### src/rtl/pipe_hazard_ctrl_pkg.sv
// Shared pipeline definitions for the hazard controller.
// Holds the controller FSM encoding, the register-index width, the
// zero-register constant and a small source/destination match helper.
package pipe_hazard_ctrl_pkg;

    localparam int REG_IDX_W = 5;

    typedef logic [REG_IDX_W-1:0] reg_idx_t;

    localparam reg_idx_t ZERO_REG = 5'd0;

    typedef enum logic [1:0] {
        ST_RUN  = 2'd0,
        ST_WAIT = 2'd1,
        ST_TMO  = 2'd2
    } hz_state_e;

    // True when the ID instruction really reads 'src' and it names 'dst'.
    function automatic logic src_match(input logic     use_src,
                                       input reg_idx_t src,
                                       input reg_idx_t dst);
        return use_src && (src == dst);
    endfunction

endpackage

### src/rtl/pipe_hazard_ctrl_if.sv
// Hazard-controller bundle between the pipeline and the controller.
// master : pipeline side, drives the ID/EX/MEM observations and err_clr,
//          receives the pause/nop controls, the sticky error and the counters.
// slave  : hazard controller side (the reverse directions).
interface pipe_hazard_ctrl_if #(
    parameter int CNT_W = 16
) ();
    import pipe_hazard_ctrl_pkg::*;

    reg_idx_t           id_rs1;
    reg_idx_t           id_rs2;
    logic               id_use_rs1;
    logic               id_use_rs2;
    reg_idx_t           ex_rd;
    logic               ex_memrd;
    logic               ex_regwr;
    logic               ex_redirect;
    logic               mem_busy;
    logic               err_clr;

    logic               pc_pause;
    logic               ifid_pause;
    logic               idex_pause;
    logic               exmem_pause;
    logic               ifid_nop;
    logic               idex_nop;
    logic               memwb_nop;
    logic               timeout_err;
    logic [CNT_W-1:0]   lu_cnt;
    logic [CNT_W-1:0]   flush_cnt;
    logic [CNT_W-1:0]   wait_cnt_total;

    modport master (
        output id_rs1, id_rs2, id_use_rs1, id_use_rs2,
               ex_rd, ex_memrd, ex_regwr, ex_redirect, mem_busy, err_clr,
        input  pc_pause, ifid_pause, idex_pause, exmem_pause,
               ifid_nop, idex_nop, memwb_nop,
               timeout_err, lu_cnt, flush_cnt, wait_cnt_total
    );

    modport slave (
        input  id_rs1, id_rs2, id_use_rs1, id_use_rs2,
               ex_rd, ex_memrd, ex_regwr, ex_redirect, mem_busy, err_clr,
        output pc_pause, ifid_pause, idex_pause, exmem_pause,
               ifid_nop, idex_nop, memwb_nop,
               timeout_err, lu_cnt, flush_cnt, wait_cnt_total
    );

endinterface

### src/rtl/pipe_hazard_ctrl_sat_counter.sv
// Saturating up-counter used for the hazard performance counters.
// Ports: clk, rst (async, active-low), inc (count this cycle),
//        count (current value; sticks at all-ones, never wraps).
module sat_counter #(
    parameter int W = 16
) (
    input  logic         clk,
    input  logic         rst,
    input  logic         inc,
    output logic [W-1:0] count
);

    localparam logic [W-1:0] ALL_ONES = {W{1'b1}};

    // Count register: increments on inc until it reaches all-ones.
    always_ff @(posedge clk or negedge rst) begin
        if (!rst) begin
            count <= {W{1'b0}};
        end else if (inc && (count != ALL_ONES)) begin
            count <= count + {{(W-1){1'b0}}, 1'b1};
        end else begin
            count <= count;
        end
    end

endmodule

### src/rtl/pipe_hazard_ctrl.sv
// Hazard and stall controller for the 5-stage pipeline.
// Decodes load-use, EX redirect and data-memory wait into nop/pause
// controls for the PC and the pipeline registers (combinational), tracks
// memory-wait duration to raise a sticky timeout flag, and keeps three
// saturating event counters.
// Ports: clk, rst (async, active-low), hz (slave side of the hazard bundle).
module pipe_hazard_ctrl
    import pipe_hazard_ctrl_pkg::*;
#(
    parameter int MEM_TIMEOUT = 64,
    parameter int CNT_W       = 16
) (
    input  logic               clk,
    input  logic               rst,
    pipe_hazard_ctrl_if.slave  hz
);

    // wcnt only ever needs to hold values up to MEM_TIMEOUT-1.
    localparam int WCNT_W = (MEM_TIMEOUT > 2) ? $clog2(MEM_TIMEOUT) : 1;
    localparam logic [WCNT_W-1:0] WCNT_LAST = WCNT_W'(MEM_TIMEOUT - 1);
    localparam logic [WCNT_W-1:0] WCNT_ONE  = WCNT_W'(1);
    localparam logic [WCNT_W-1:0] WCNT_ZERO = WCNT_W'(0);

    hz_state_e          state_r;
    hz_state_e          state_nxt_s;
    logic [WCNT_W-1:0]  wcnt_r;
    logic [WCNT_W-1:0]  wcnt_nxt_s;
    logic               err_r;
    logic               err_nxt_s;
    logic               err_set_s;

    logic               lu_hit_s;
    logic               act_freeze_s;
    logic               act_redirect_s;
    logic               act_lu_s;

    logic               pc_pause_s;
    logic               ifid_pause_s;
    logic               idex_pause_s;
    logic               exmem_pause_s;
    logic               ifid_nop_s;
    logic               idex_nop_s;
    logic               memwb_nop_s;

    logic [CNT_W-1:0]   lu_cnt_s;
    logic [CNT_W-1:0]   flush_cnt_s;
    logic [CNT_W-1:0]   wait_cnt_s;

    assign lu_hit_s = hz.ex_memrd && hz.ex_regwr && (hz.ex_rd != ZERO_REG) &&
                      (src_match(hz.id_use_rs1, hz.id_rs1, hz.ex_rd) ||
                       src_match(hz.id_use_rs2, hz.id_rs2, hz.ex_rd));

    // One action per cycle: memory freeze beats redirect beats load-use.
    // Deferred hazards stay visible because EX is held during a freeze.
    assign act_freeze_s   = hz.mem_busy;
    assign act_redirect_s = !hz.mem_busy && hz.ex_redirect;
    assign act_lu_s       = !hz.mem_busy && !hz.ex_redirect && lu_hit_s;

    // State register: FSM state, wait-length counter and sticky timeout flag.
    always_ff @(posedge clk or negedge rst) begin
        if (!rst) begin
            state_r <= ST_RUN;
            wcnt_r  <= WCNT_ZERO;
            err_r   <= 1'b0;
        end else begin
            state_r <= state_nxt_s;
            wcnt_r  <= wcnt_nxt_s;
            err_r   <= err_nxt_s;
        end
    end

    // Next-state logic: measure consecutive busy cycles, flag the timeout.
    always_comb begin
        state_nxt_s = state_r;
        wcnt_nxt_s  = wcnt_r;
        err_set_s   = 1'b0;
        case (state_r)
            ST_RUN: begin
                if (hz.mem_busy) begin
                    state_nxt_s = ST_WAIT;
                    wcnt_nxt_s  = WCNT_ONE;
                end else begin
                    state_nxt_s = ST_RUN;
                    wcnt_nxt_s  = WCNT_ZERO;
                end
            end
            ST_WAIT: begin
                if (!hz.mem_busy) begin
                    state_nxt_s = ST_RUN;
                    wcnt_nxt_s  = WCNT_ZERO;
                end else if (wcnt_r == WCNT_LAST) begin
                    state_nxt_s = ST_TMO;
                    err_set_s   = 1'b1;
                end else begin
                    wcnt_nxt_s  = wcnt_r + WCNT_ONE;
                end
            end
            ST_TMO: begin
                if (!hz.mem_busy) begin
                    state_nxt_s = ST_RUN;
                    wcnt_nxt_s  = WCNT_ZERO;
                end else begin
                    state_nxt_s = ST_TMO;
                end
            end
            default: begin
                state_nxt_s = ST_RUN;
                wcnt_nxt_s  = WCNT_ZERO;
            end
        endcase

        // A new timeout on the same edge as err_clr must not be lost.
        if (err_set_s) begin
            err_nxt_s = 1'b1;
        end else if (hz.err_clr) begin
            err_nxt_s = 1'b0;
        end else begin
            err_nxt_s = err_r;
        end
    end

    // Output decode: pause/nop controls, forced low while reset is asserted.
    always_comb begin
        pc_pause_s    = 1'b0;
        ifid_pause_s  = 1'b0;
        idex_pause_s  = 1'b0;
        exmem_pause_s = 1'b0;
        ifid_nop_s    = 1'b0;
        idex_nop_s    = 1'b0;
        memwb_nop_s   = 1'b0;
        if (!rst) begin
            pc_pause_s = 1'b0;
        end else if (act_freeze_s) begin
            // Hold everything up to EX/MEM and drain a bubble into MEM/WB.
            pc_pause_s    = 1'b1;
            ifid_pause_s  = 1'b1;
            idex_pause_s  = 1'b1;
            exmem_pause_s = 1'b1;
            memwb_nop_s   = 1'b1;
        end else if (act_redirect_s) begin
            // PC takes the target, so it is not paused.
            ifid_nop_s = 1'b1;
            idex_nop_s = 1'b1;
        end else if (act_lu_s) begin
            pc_pause_s   = 1'b1;
            ifid_pause_s = 1'b1;
            idex_nop_s   = 1'b1;
        end else begin
            pc_pause_s = 1'b0;
        end
    end

    sat_counter #(.W(CNT_W)) u_lu_cnt (
        .clk   (clk),
        .rst   (rst),
        .inc   (act_lu_s),
        .count (lu_cnt_s)
    );

    sat_counter #(.W(CNT_W)) u_flush_cnt (
        .clk   (clk),
        .rst   (rst),
        .inc   (act_redirect_s),
        .count (flush_cnt_s)
    );

    sat_counter #(.W(CNT_W)) u_wait_cnt (
        .clk   (clk),
        .rst   (rst),
        .inc   (act_freeze_s),
        .count (wait_cnt_s)
    );

    assign hz.pc_pause       = pc_pause_s;
    assign hz.ifid_pause     = ifid_pause_s;
    assign hz.idex_pause     = idex_pause_s;
    assign hz.exmem_pause    = exmem_pause_s;
    assign hz.ifid_nop       = ifid_nop_s;
    assign hz.idex_nop       = idex_nop_s;
    assign hz.memwb_nop      = memwb_nop_s;
    assign hz.timeout_err    = err_r;
    assign hz.lu_cnt         = lu_cnt_s;
    assign hz.flush_cnt      = flush_cnt_s;
    assign hz.wait_cnt_total = wait_cnt_s;

endmodule

### src/flat_wrapper.sv
// flat-port wrapper written by rule: the top's interface ports become plain ports
module pipe_hazard_ctrl_flat import pipe_hazard_ctrl_pkg::*;
#(
    parameter int MEM_TIMEOUT = 64,
    parameter int CNT_W       = 16
)
  (clk, rst, hz_id_rs1, hz_id_rs2, hz_id_use_rs1, hz_id_use_rs2, hz_ex_rd, hz_ex_memrd, hz_ex_regwr, hz_ex_redirect, hz_mem_busy, hz_err_clr, hz_pc_pause, hz_ifid_pause, hz_idex_pause, hz_exmem_pause, hz_ifid_nop, hz_idex_nop, hz_memwb_nop, hz_timeout_err, hz_lu_cnt, hz_flush_cnt, hz_wait_cnt_total);
  pipe_hazard_ctrl_if #(.CNT_W(CNT_W)) hz_i ();
  input  logic clk;
  input  logic rst;
  input wire logic [$bits(hz_i.id_rs1)-1:0] hz_id_rs1;
  input wire logic [$bits(hz_i.id_rs2)-1:0] hz_id_rs2;
  input wire logic [$bits(hz_i.id_use_rs1)-1:0] hz_id_use_rs1;
  input wire logic [$bits(hz_i.id_use_rs2)-1:0] hz_id_use_rs2;
  input wire logic [$bits(hz_i.ex_rd)-1:0] hz_ex_rd;
  input wire logic [$bits(hz_i.ex_memrd)-1:0] hz_ex_memrd;
  input wire logic [$bits(hz_i.ex_regwr)-1:0] hz_ex_regwr;
  input wire logic [$bits(hz_i.ex_redirect)-1:0] hz_ex_redirect;
  input wire logic [$bits(hz_i.mem_busy)-1:0] hz_mem_busy;
  input wire logic [$bits(hz_i.err_clr)-1:0] hz_err_clr;
  output wire logic [$bits(hz_i.pc_pause)-1:0] hz_pc_pause;
  output wire logic [$bits(hz_i.ifid_pause)-1:0] hz_ifid_pause;
  output wire logic [$bits(hz_i.idex_pause)-1:0] hz_idex_pause;
  output wire logic [$bits(hz_i.exmem_pause)-1:0] hz_exmem_pause;
  output wire logic [$bits(hz_i.ifid_nop)-1:0] hz_ifid_nop;
  output wire logic [$bits(hz_i.idex_nop)-1:0] hz_idex_nop;
  output wire logic [$bits(hz_i.memwb_nop)-1:0] hz_memwb_nop;
  output wire logic [$bits(hz_i.timeout_err)-1:0] hz_timeout_err;
  output wire logic [$bits(hz_i.lu_cnt)-1:0] hz_lu_cnt;
  output wire logic [$bits(hz_i.flush_cnt)-1:0] hz_flush_cnt;
  output wire logic [$bits(hz_i.wait_cnt_total)-1:0] hz_wait_cnt_total;
  assign hz_i.id_rs1 = hz_id_rs1;
  assign hz_i.id_rs2 = hz_id_rs2;
  assign hz_i.id_use_rs1 = hz_id_use_rs1;
  assign hz_i.id_use_rs2 = hz_id_use_rs2;
  assign hz_i.ex_rd = hz_ex_rd;
  assign hz_i.ex_memrd = hz_ex_memrd;
  assign hz_i.ex_regwr = hz_ex_regwr;
  assign hz_i.ex_redirect = hz_ex_redirect;
  assign hz_i.mem_busy = hz_mem_busy;
  assign hz_i.err_clr = hz_err_clr;
  assign hz_pc_pause = hz_i.pc_pause;
  assign hz_ifid_pause = hz_i.ifid_pause;
  assign hz_idex_pause = hz_i.idex_pause;
  assign hz_exmem_pause = hz_i.exmem_pause;
  assign hz_ifid_nop = hz_i.ifid_nop;
  assign hz_idex_nop = hz_i.idex_nop;
  assign hz_memwb_nop = hz_i.memwb_nop;
  assign hz_timeout_err = hz_i.timeout_err;
  assign hz_lu_cnt = hz_i.lu_cnt;
  assign hz_flush_cnt = hz_i.flush_cnt;
  assign hz_wait_cnt_total = hz_i.wait_cnt_total;
  pipe_hazard_ctrl #(.MEM_TIMEOUT(MEM_TIMEOUT), .CNT_W(CNT_W)) u_core (.clk(clk), .rst(rst), .hz(hz_i));
endmodule
### config.mk
export PLATFORM = sky130hd
export DESIGN_NAME = pipe_hazard_ctrl_flat
export DESIGN_NICKNAME = d
export VERILOG_FILES = /design/src/rtl/pipe_hazard_ctrl_pkg.sv /design/src/rtl/pipe_hazard_ctrl_if.sv /design/src/rtl/pipe_hazard_ctrl_sat_counter.sv /design/src/rtl/pipe_hazard_ctrl.sv /design/src/flat_wrapper.sv
export SDC_FILE = /design/constraint.sdc
export NUM_CORES = 1
export LEC_CHECK = 0
export CORE_ASPECT_RATIO = 0.7
export CORE_MARGIN = 2
export CORE_UTILIZATION = 49
export DETAILED_ROUTE_END_ITERATION = 8
export PLACE_DENSITY = 0.86
export SLEW_MARGIN = 0
export SYNTH_ARGS = -nofsm -noshare
export SYNTH_HDL_FRONTEND = slang
export SYNTH_SLANG_ARGS = --single-unit
### constraint.sdc
create_clock -name clk -period 2.05 [get_ports clk]
set_input_delay 0.205 -clock clk [delete_from_list [all_inputs] [get_ports clk]]
set_output_delay 0.205 -clock clk [all_outputs]
set_load 0.03 [all_outputs]
==> results of run 1 <==
[cell families (layout without fill, tap and decap cells)]
| family | after synthesis | in the layout | synth area share |
|---|---|---|---|
| AOI/OAI and AO/OA | 34 | 34 | 0.0741 |
| adders and majority gates | 8 | 8 | 0.0329 |
| muxes | 4 | 4 | 0.0148 |
| DFF | 57 | 57 | 0.469 |
| and+or+nand+nor | 125 | 125 | 0.236 |
| xor gates and xnor gates | 50 | 50 | 0.144 |
| buffers and inverters | 18 | 122 | 0.0288 |
[routing by layer]
layer | global-route usage | vias to the layer above
li1 | - | 1250
met1 | 0.289 | 1210
met2 | 0.328 | 78
met3 | 0.0581 | 8
met4 | 0.0578 | 0
met5 | 0 | -
[registers in the layout, indices dropped and copies added, names as in the netlist]
signal and cells:
u_core.u_wait_cnt.count 16, u_core.u_lu_cnt.count 16, u_core.u_flush_cnt.count 16, u_core.hz.timeout_err 1
u_core.wcnt_r 6, u_core.state_r 2
[worst paths after layout]
check,cells past startpoint,slack [ns],end,start
worst max-delay path,6,0.04,hz_pc_pause,hz_ex_rd[0]
worst min-delay path,2,0.47,u_core.hz.timeout_err,hz_err_clr
worst max register to register,6,0.08,u_core.u_wait_cnt.count[1],u_core.u_wait_cnt.count[1]
worst min register to register,1,0.49,u_core.u_lu_cnt.count[6],u_core.u_lu_cnt.count[6]
max in group asynchronous,3,1.17,u_core.u_wait_cnt.count[1],rst
min in group asynchronous,3,0.53,u_core.u_lu_cnt.count[7],rst
[layout by cell type, fill, tap and decap left out, types with 10 or more instances in the layout]
cell	instances
a21oi_1	10
and4_1	10
nand4_1	17
nand2_1	22
and3_1	11
nand3_1	28
dfrtp_1	55
nor2_1	10
clkbuf_8	10
buf_4	26
xnor2_1	41
clkdlybuf4s50_1	71
[cell type report]
cell class	count	area [µm²]
Clock buffer	12	145
Tap cell	75	93.8
Fill cell	415	1660
Inverter	8	30.0
Timing Repair Buffer	99	921
Multi-Input combinational cell	221	1550
Sequential cell	57	1430
Clock inverter	3	17.5
[power breakdown]
group / total [W] / switching, W / internal, W
clock: 0.000868 / 0.000407 / 0.000461
sequential: 0.00146 / 0.000188 / 0.00128
combinational: 0.00110 / 0.000603 / 0.000499
total: 0.00343 / 0.00120 / 0.00224
[through the flow]
stage	instances	worst slack, ns
detailed placement	457	-0.0869
CTS	474	0.0289
finish	475	0.0425
global route	475	-0.00298
global placement	457	-0.0702
floorplan	296	0.0302
[worst max-delay path: stages]
cell             delay [ns]
clkdlybuf4s50_1        0.43
or4_4                  0.54
o21ai_2                0.20
nor2b_4                0.06
o21a_1                 0.19
buf_4                  0.17
[what timing repair did]
action,in CTS,in global routing
endpoints found under the setup margin,2,4
buffers inserted,1,1
hold buffers,1,0
resized for setup,0,5
hold endpoints to repair,25,0
pin swaps,1,3
==> reports/summary.txt, run 1 <==
post-synthesis cell area -> 0.00304 mm²
Critical Path End Type -> output port
first-pass GRT wire length -> 11.7 mm
M1 WL -> 3.37 mm
synth top area cells -> dfrtp_1, xnor2_1, nand3_1
clk buf depth -> 2
Post-synth top cells -> dfrtp_1, xnor2_1, nand3_1
total chip power -> 0.00343 W
GRT Resource Usage Total -> 0.210
drt pass-1 iters -> 4
GRT overflow -> 0
Cell Rows -> 23
total CTS buffers -> 9
syn nets -> 328
CP Data Arrival Time -> 1.80 ns
Cell variety after synth -> 42
Hold Vio Cnt, Final -> 0
DR iter-0 viols -> 84
Avg Synthesized Cell Area -> 10.3 µm²
routability cong. -> 0.880
CP Class -> in -> out
Final Cycle Share -> 0.979
minimum clock period after layout -> 2.01 ns
Via Count -> 2546
met3 WL -> 375 µm
Post-synth top flop -> dfrtp_1
setup total negative slack -> 0 ns
synthesis-to-layout area growth -> 37.6%
Net count, final -> 428
IO Count -> 80
share of cells above drive strength 1 -> 0.145
max-slew violations -> 0
Routed met2 length -> 3.31 mm
vias per cell -> 5.36
die area -> 0.00686 mm²
Worst Tran Pin Value -> 0.408 ns
Peak supply drop -> 0.544 mV
DPL Wire Length -> 5.25 mm
Synth area leader -> dfrtp_1
Antenna Nets Post-Route -> 0
Leakage -> 1.78 nW
Seq/Total Area, Yosys -> 0.469
synthesis warning total -> 0
CTS tree -> done
Worst-path clk slew -> 0.06 ns
status -> finished clean
Die H -> 69.9 µm
Async SR Flop Fraction -> 1.00
root buffer cell -> clkbuf_8
Post-synth EDFFs -> 0
fin util -> 0.716
largest net degree at the start of global routing -> 33
area of placed instances -> 0.00397 mm²
Yosys top cell area share -> 0.469
Slew headroom -> 0.728
crit path max fanout -> 2
PwrDens -> 821 mW/mm²
Core ar. -> 0.00584 mm²
clock skew -> 0.00592 ns
initial antenna violation count -> 0
final setup vio count -> 0
Max Clk Rate -> 498 MHz
Inserted Diodes -> 0
Die W -> 98.1 µm
htree depth -> 3
vias in the first global route -> 2533
top sig layer -> met4
final std cell area, no fill -> 0.00418 mm²
Critical Path Start Type -> input port
clock latency on the worst-skew pair -> 0.31 ns
Routed WL -> 7.12 mm
clock sink count -> 57
starting density of the core -> 0.520
WHS -> 0.473 ns
RSZ-0062 raised after global routing -> yes
IO buf count -> 79
max_cap viols -> 0
Worst EP required -> 1.85 ns
top-count cell post-synth -> dfrtp_1
Cells after Synth -> 296
DRC -> 0
worst hold path type -> in -> reg
DR WL/cell -> 15.0 µm
Yosys reg bits -> 57
Note: power is estimated with default switching activity, not from simulation.
==> run 2, diff against run 1 <==
--- a/config.mk
+++ b/config.mk
@@ -5,11 +5,15 @@
 export SDC_FILE = /design/constraint.sdc
 export NUM_CORES = 1
 export LEC_CHECK = 0
+export ABC_AREA = 1
+export CELL_PAD_IN_SITES_DETAIL_PLACEMENT = 1
+export CELL_PAD_IN_SITES_GLOBAL_PLACEMENT = 2
 export CORE_ASPECT_RATIO = 0.7
 export CORE_MARGIN = 2
-export CORE_UTILIZATION = 49
+export CORE_UTILIZATION = 29
+export CTS_BUF_LIST = sky130_fd_sc_hd__clkbuf_8
 export DETAILED_ROUTE_END_ITERATION = 8
-export PLACE_DENSITY = 0.86
+export PLACE_DENSITY = 0.89
 export SLEW_MARGIN = 0
 export SYNTH_ARGS = -nofsm -noshare
 export SYNTH_HDL_FRONTEND = slang
==> run 2 against run 1 <==
Combinational power is 4% lower. Routed wire length up 37%. Non-clock buffer count fell by 14. Register-to-register slack improved by 0.20 ns. Clock power is 11% higher. Synthesized area is 15% higher. Global-route usage shrank 4.8 points.
==> reports/summary.txt, run 2 <==
max_cap viols -> 0 (unchanged)
worst hold path type -> in -> async (was in -> reg)
Async SR Flop Fraction -> 1.00 (unchanged)
total CTS buffers -> 9 (unchanged)
P_int -> 0.00221 W (was 0.00224 W)
Leakage -> 2.28 nW (was 1.78 nW)
Comb pwr share -> 0.303 (was 0.321)
Routed WL -> 9.74 mm (was 7.12 mm)
CP Class -> in -> out (unchanged)
Worst EP required -> 1.85 ns (about the same)
R2R Path End -> u_core.u_flush_cnt.count[7] (was u_core.u_wait_cnt.count[1])
Net count, final -> 599 (was 428)
Die W -> 135 µm (was 98.1 µm)
Synth area leader -> dfrtp_1 (unchanged)
setup total negative slack -> 0 ns (unchanged)
Post-Layout Cell Count -> 729 (was 475)
first-pass GRT wire length -> 16.4 mm (was 11.7 mm)
reg2reg path depth -> 8 (was 6)
Via Count -> 3304 (was 2546)
DPL Wire Length -> 7.51 mm (was 5.25 mm)
clk buf depth -> 2 (unchanged)
CTS tree -> done (unchanged)
Peak supply drop -> 0.541 mV (was 0.544 mV)
highest-count cells in the layout ignoring fill and taps -> nand2_1, clkdlybuf4s50_1, nor2_1 (was clkdlybuf4s50_1, dfrtp_1, xnor2_1)
synthesis-to-layout area growth -> 32.6% (was 37.6%)
max-slew violations -> 0 (unchanged)
DRC -> 0 (unchanged)
IO Count -> 80 (unchanged)
r2r setup slk -> 0.28 ns (was 0.08 ns)
Cells after Synth -> 480 (was 296)
Post-synth top cells -> nand2_1, nor2_1, dfrtp_1, inv_1, xor2_1 (was dfrtp_1, xnor2_1, nand3_1)
htree depth -> 3 (unchanged)
Cell Rows -> 33 (was 23)
fin util -> 0.395 (was 0.716)
GRT Resource Usage Total -> 0.161 (was 0.210)
Worst Tran Pin Value -> 0.740 ns (was 0.408 ns)
DR iter-0 viols -> 94 (was 84)
DR WL/cell -> 13.4 µm (was 15.0 µm)
synth top area cells -> dfrtp_1, nand2_1, xor2_1 (was dfrtp_1, xnor2_1, nand3_1)
drt pass-1 iters -> 5 (was 4)
Yosys top cell area share -> 0.409 (was 0.469)
clock sink count -> 57 (unchanged)
NetSw -> 0.00130 W (was 0.00120 W)
root buffer cell -> clkbuf_8 (unchanged)
Die H -> 95.8 µm (was 69.9 µm)
Final Cycle Share -> 0.913 (was 0.979)
total chip power -> 0.00351 W (was 0.00343 W)
CP Data Arrival Time -> 1.67 ns (was 1.80 ns)
Regs by FF count -> u_core.u_flush_cnt.count x16, u_core.u_lu_cnt.count x16, u_core.u_wait_cnt.count x16 (unchanged)
PwrDens -> 758 mW/mm² (was 821 mW/mm²)
Core ar. -> 0.0117 mm² (was 0.00584 mm²)
Post-synth top flop -> dfrtp_1 (unchanged)
Antenna Nets Post-Route -> 0 (unchanged)
# Post-CTS Setup Buffers -> 0 (was 1)
RSZ-0062 raised after global routing -> no (was yes)
largest net degree at the start of global routing -> 58 (was 33)
top-count cell post-synth -> nand2_1 (was dfrtp_1)
GRT overflow -> 0 (unchanged)
Worst-path clk slew -> 0.07 ns (was 0.06 ns)
minimum clock period after layout -> 1.87 ns (was 2.01 ns)
Post-synth EDFFs -> 0 (unchanged)
commonest non-fill, non-tap cell in the layout -> nand2_1 (was clkdlybuf4s50_1)
Critical Path Start Type -> input port (unchanged)
sw frac -> 0.370 (was 0.349)
Inserted Diodes -> 0 (unchanged)
Hold Vio Cnt, Final -> 0 (unchanged)
final setup vio count -> 0 (unchanged)
Yosys reg bits -> 57 (unchanged)
starting density of the core -> 0.298 (was 0.520)
synthesis warning total -> 0 (unchanged)
Slew headroom -> 0.507 (was 0.728)
pre-CTS setup slack -> 0.0313 ns (was -0.0869 ns)
vias in the first global route -> 3344 (was 2533)
post-synthesis cell area -> 0.00349 mm² (was 0.00304 mm²)
Seq/Total Area, Yosys -> 0.409 (was 0.469)
clock latency on the worst-skew pair -> 0.34 ns (was 0.31 ns)
routability cong. -> 0.848 (was 0.880)
Cell variety after synth -> 25 (was 42)
IO buf count -> 79 (unchanged)
Avg Synthesized Cell Area -> 7.27 µm² (was 10.3 µm²)
FF-to-FF Start -> u_core.u_flush_cnt.count[0] (was u_core.u_wait_cnt.count[1])
initial antenna violation count -> 0 (unchanged)
die area -> 0.0129 mm² (was 0.00686 mm²)
share of cells above drive strength 1 -> 0.0682 (was 0.145)
syn nets -> 512 (was 328)
Max Clk Rate -> 534 MHz (was 498 MHz)
Critical Path End Type -> output port (unchanged)
clock skew -> 0.00749 ns (was 0.00592 ns)
Clk pwr share -> 0.274 (was 0.253)
final worst setup slack -> 0.179 ns (was 0.0425 ns)
crit path max fanout -> 3 (was 2)
vias per cell -> 4.53 (was 5.36)
dpl cells -> 713 (was 457)
Flop pwr share -> 0.423 (was 0.426)
status -> finished clean (unchanged)
-- run 2: power groups by stage --
stage	sequential [W]	combinational [W]	clock [W]
floorplan	0.00172	0.000381	0
global placement	0.00150	0.00105	0
detailed placement	0.00151	0.00107	0
CTS	0.00149	0.00108	0.000994
global route	0.00152	0.00117	0.00104
finish	0.00148	0.00106	0.000961
-- run 2: kinds of logic after synthesis --
kind of cell | synth area share
xor+xnor | 0.103
simple gates | 0.349
compound gates | 0.0272
buf+inv | 0.0835
flops | 0.409
fa+ha+maj | 0.0287
-- run 2: final cells by class --
class	instances	area, µm²
Fill cell	1441	7100
Multi-Input combinational cell	354	1780
Sequential cell	57	1430
Timing Repair Buffer	85	821
Inverter	60	225
Tap cell	157	196
Clock buffer	11	151
Clock inverter	5	23.8
-- run 2: worst max path at each step --
stage | from | depth (start not counted) | slack [ns] | to
after global routing | hz_ex_rd[0] | 10 | 0.04 | hz_pc_pause
after detailed placement | hz_ex_rd[0] | 10 | 0.03 | hz_pc_pause
after floorplan | hz_mem_busy | 7 | 0.05 | hz_pc_pause
final | hz_ex_rd[0] | 10 | 0.18 | hz_idex_nop
after global placement | hz_ex_rd[2] | 10 | 0.08 | hz_ifid_pause
after CTS | hz_ex_rd[0] | 10 | 0.01 | hz_pc_pause
-- run 2: metrics by stage --
stage / hold slack [ns] / area (µm²)
floorplan: -0.0906 / 3490
global placement: 0.501 / 4440
detailed placement: 0.507 / 4440
CTS: 0.132 / 4620
global route: 0.170 / 4630
finish: 0.102 / 4630
-- run 2: per-layer routing --
metal / part of all wire / GRT usage / vias up / wire length, µm
met5: 0 / 0 / - / 0
met4: 0.0067 / 0.0339 / 0 / 65
met3: 0.043 / 0.0395 / 8 / 422
met2: 0.46 / 0.261 / 52 / 4460
met1: 0.49 / 0.221 / 1587 / 4780
li1: - / - / 1657 / -
-- run 2: critical path: stages --
cell and delay (ns):
clkdlybuf4s50_1 0.52, inv_1 0.09, nand2_1 0.06, nand2_1 0.05
nor2_1 0.10, nand3_1 0.09, nand2_2 0.11, nand2_2 0.09
a21oi_1 0.15, buf_4 0.18
-- run 2: what timing repair did --
item / in CTS / in global routing
hold endpoints to repair: 0 / 0
gates resized for setup: 0 / 4
hold buffers: 0 / 0
endpoints found under the setup margin: 0 / 5
==> run 3, diff against run 2 <==
--- a/config.mk
+++ b/config.mk
@@ -6,6 +6,7 @@
 export NUM_CORES = 1
 export LEC_CHECK = 0
 export ABC_AREA = 1
+export CAP_MARGIN = 40
 export CELL_PAD_IN_SITES_DETAIL_PLACEMENT = 1
 export CELL_PAD_IN_SITES_GLOBAL_PLACEMENT = 2
 export CORE_ASPECT_RATIO = 0.7
==> results of run 3 <==
No change in the layout: final DEF, timing and power equal those of run 2.
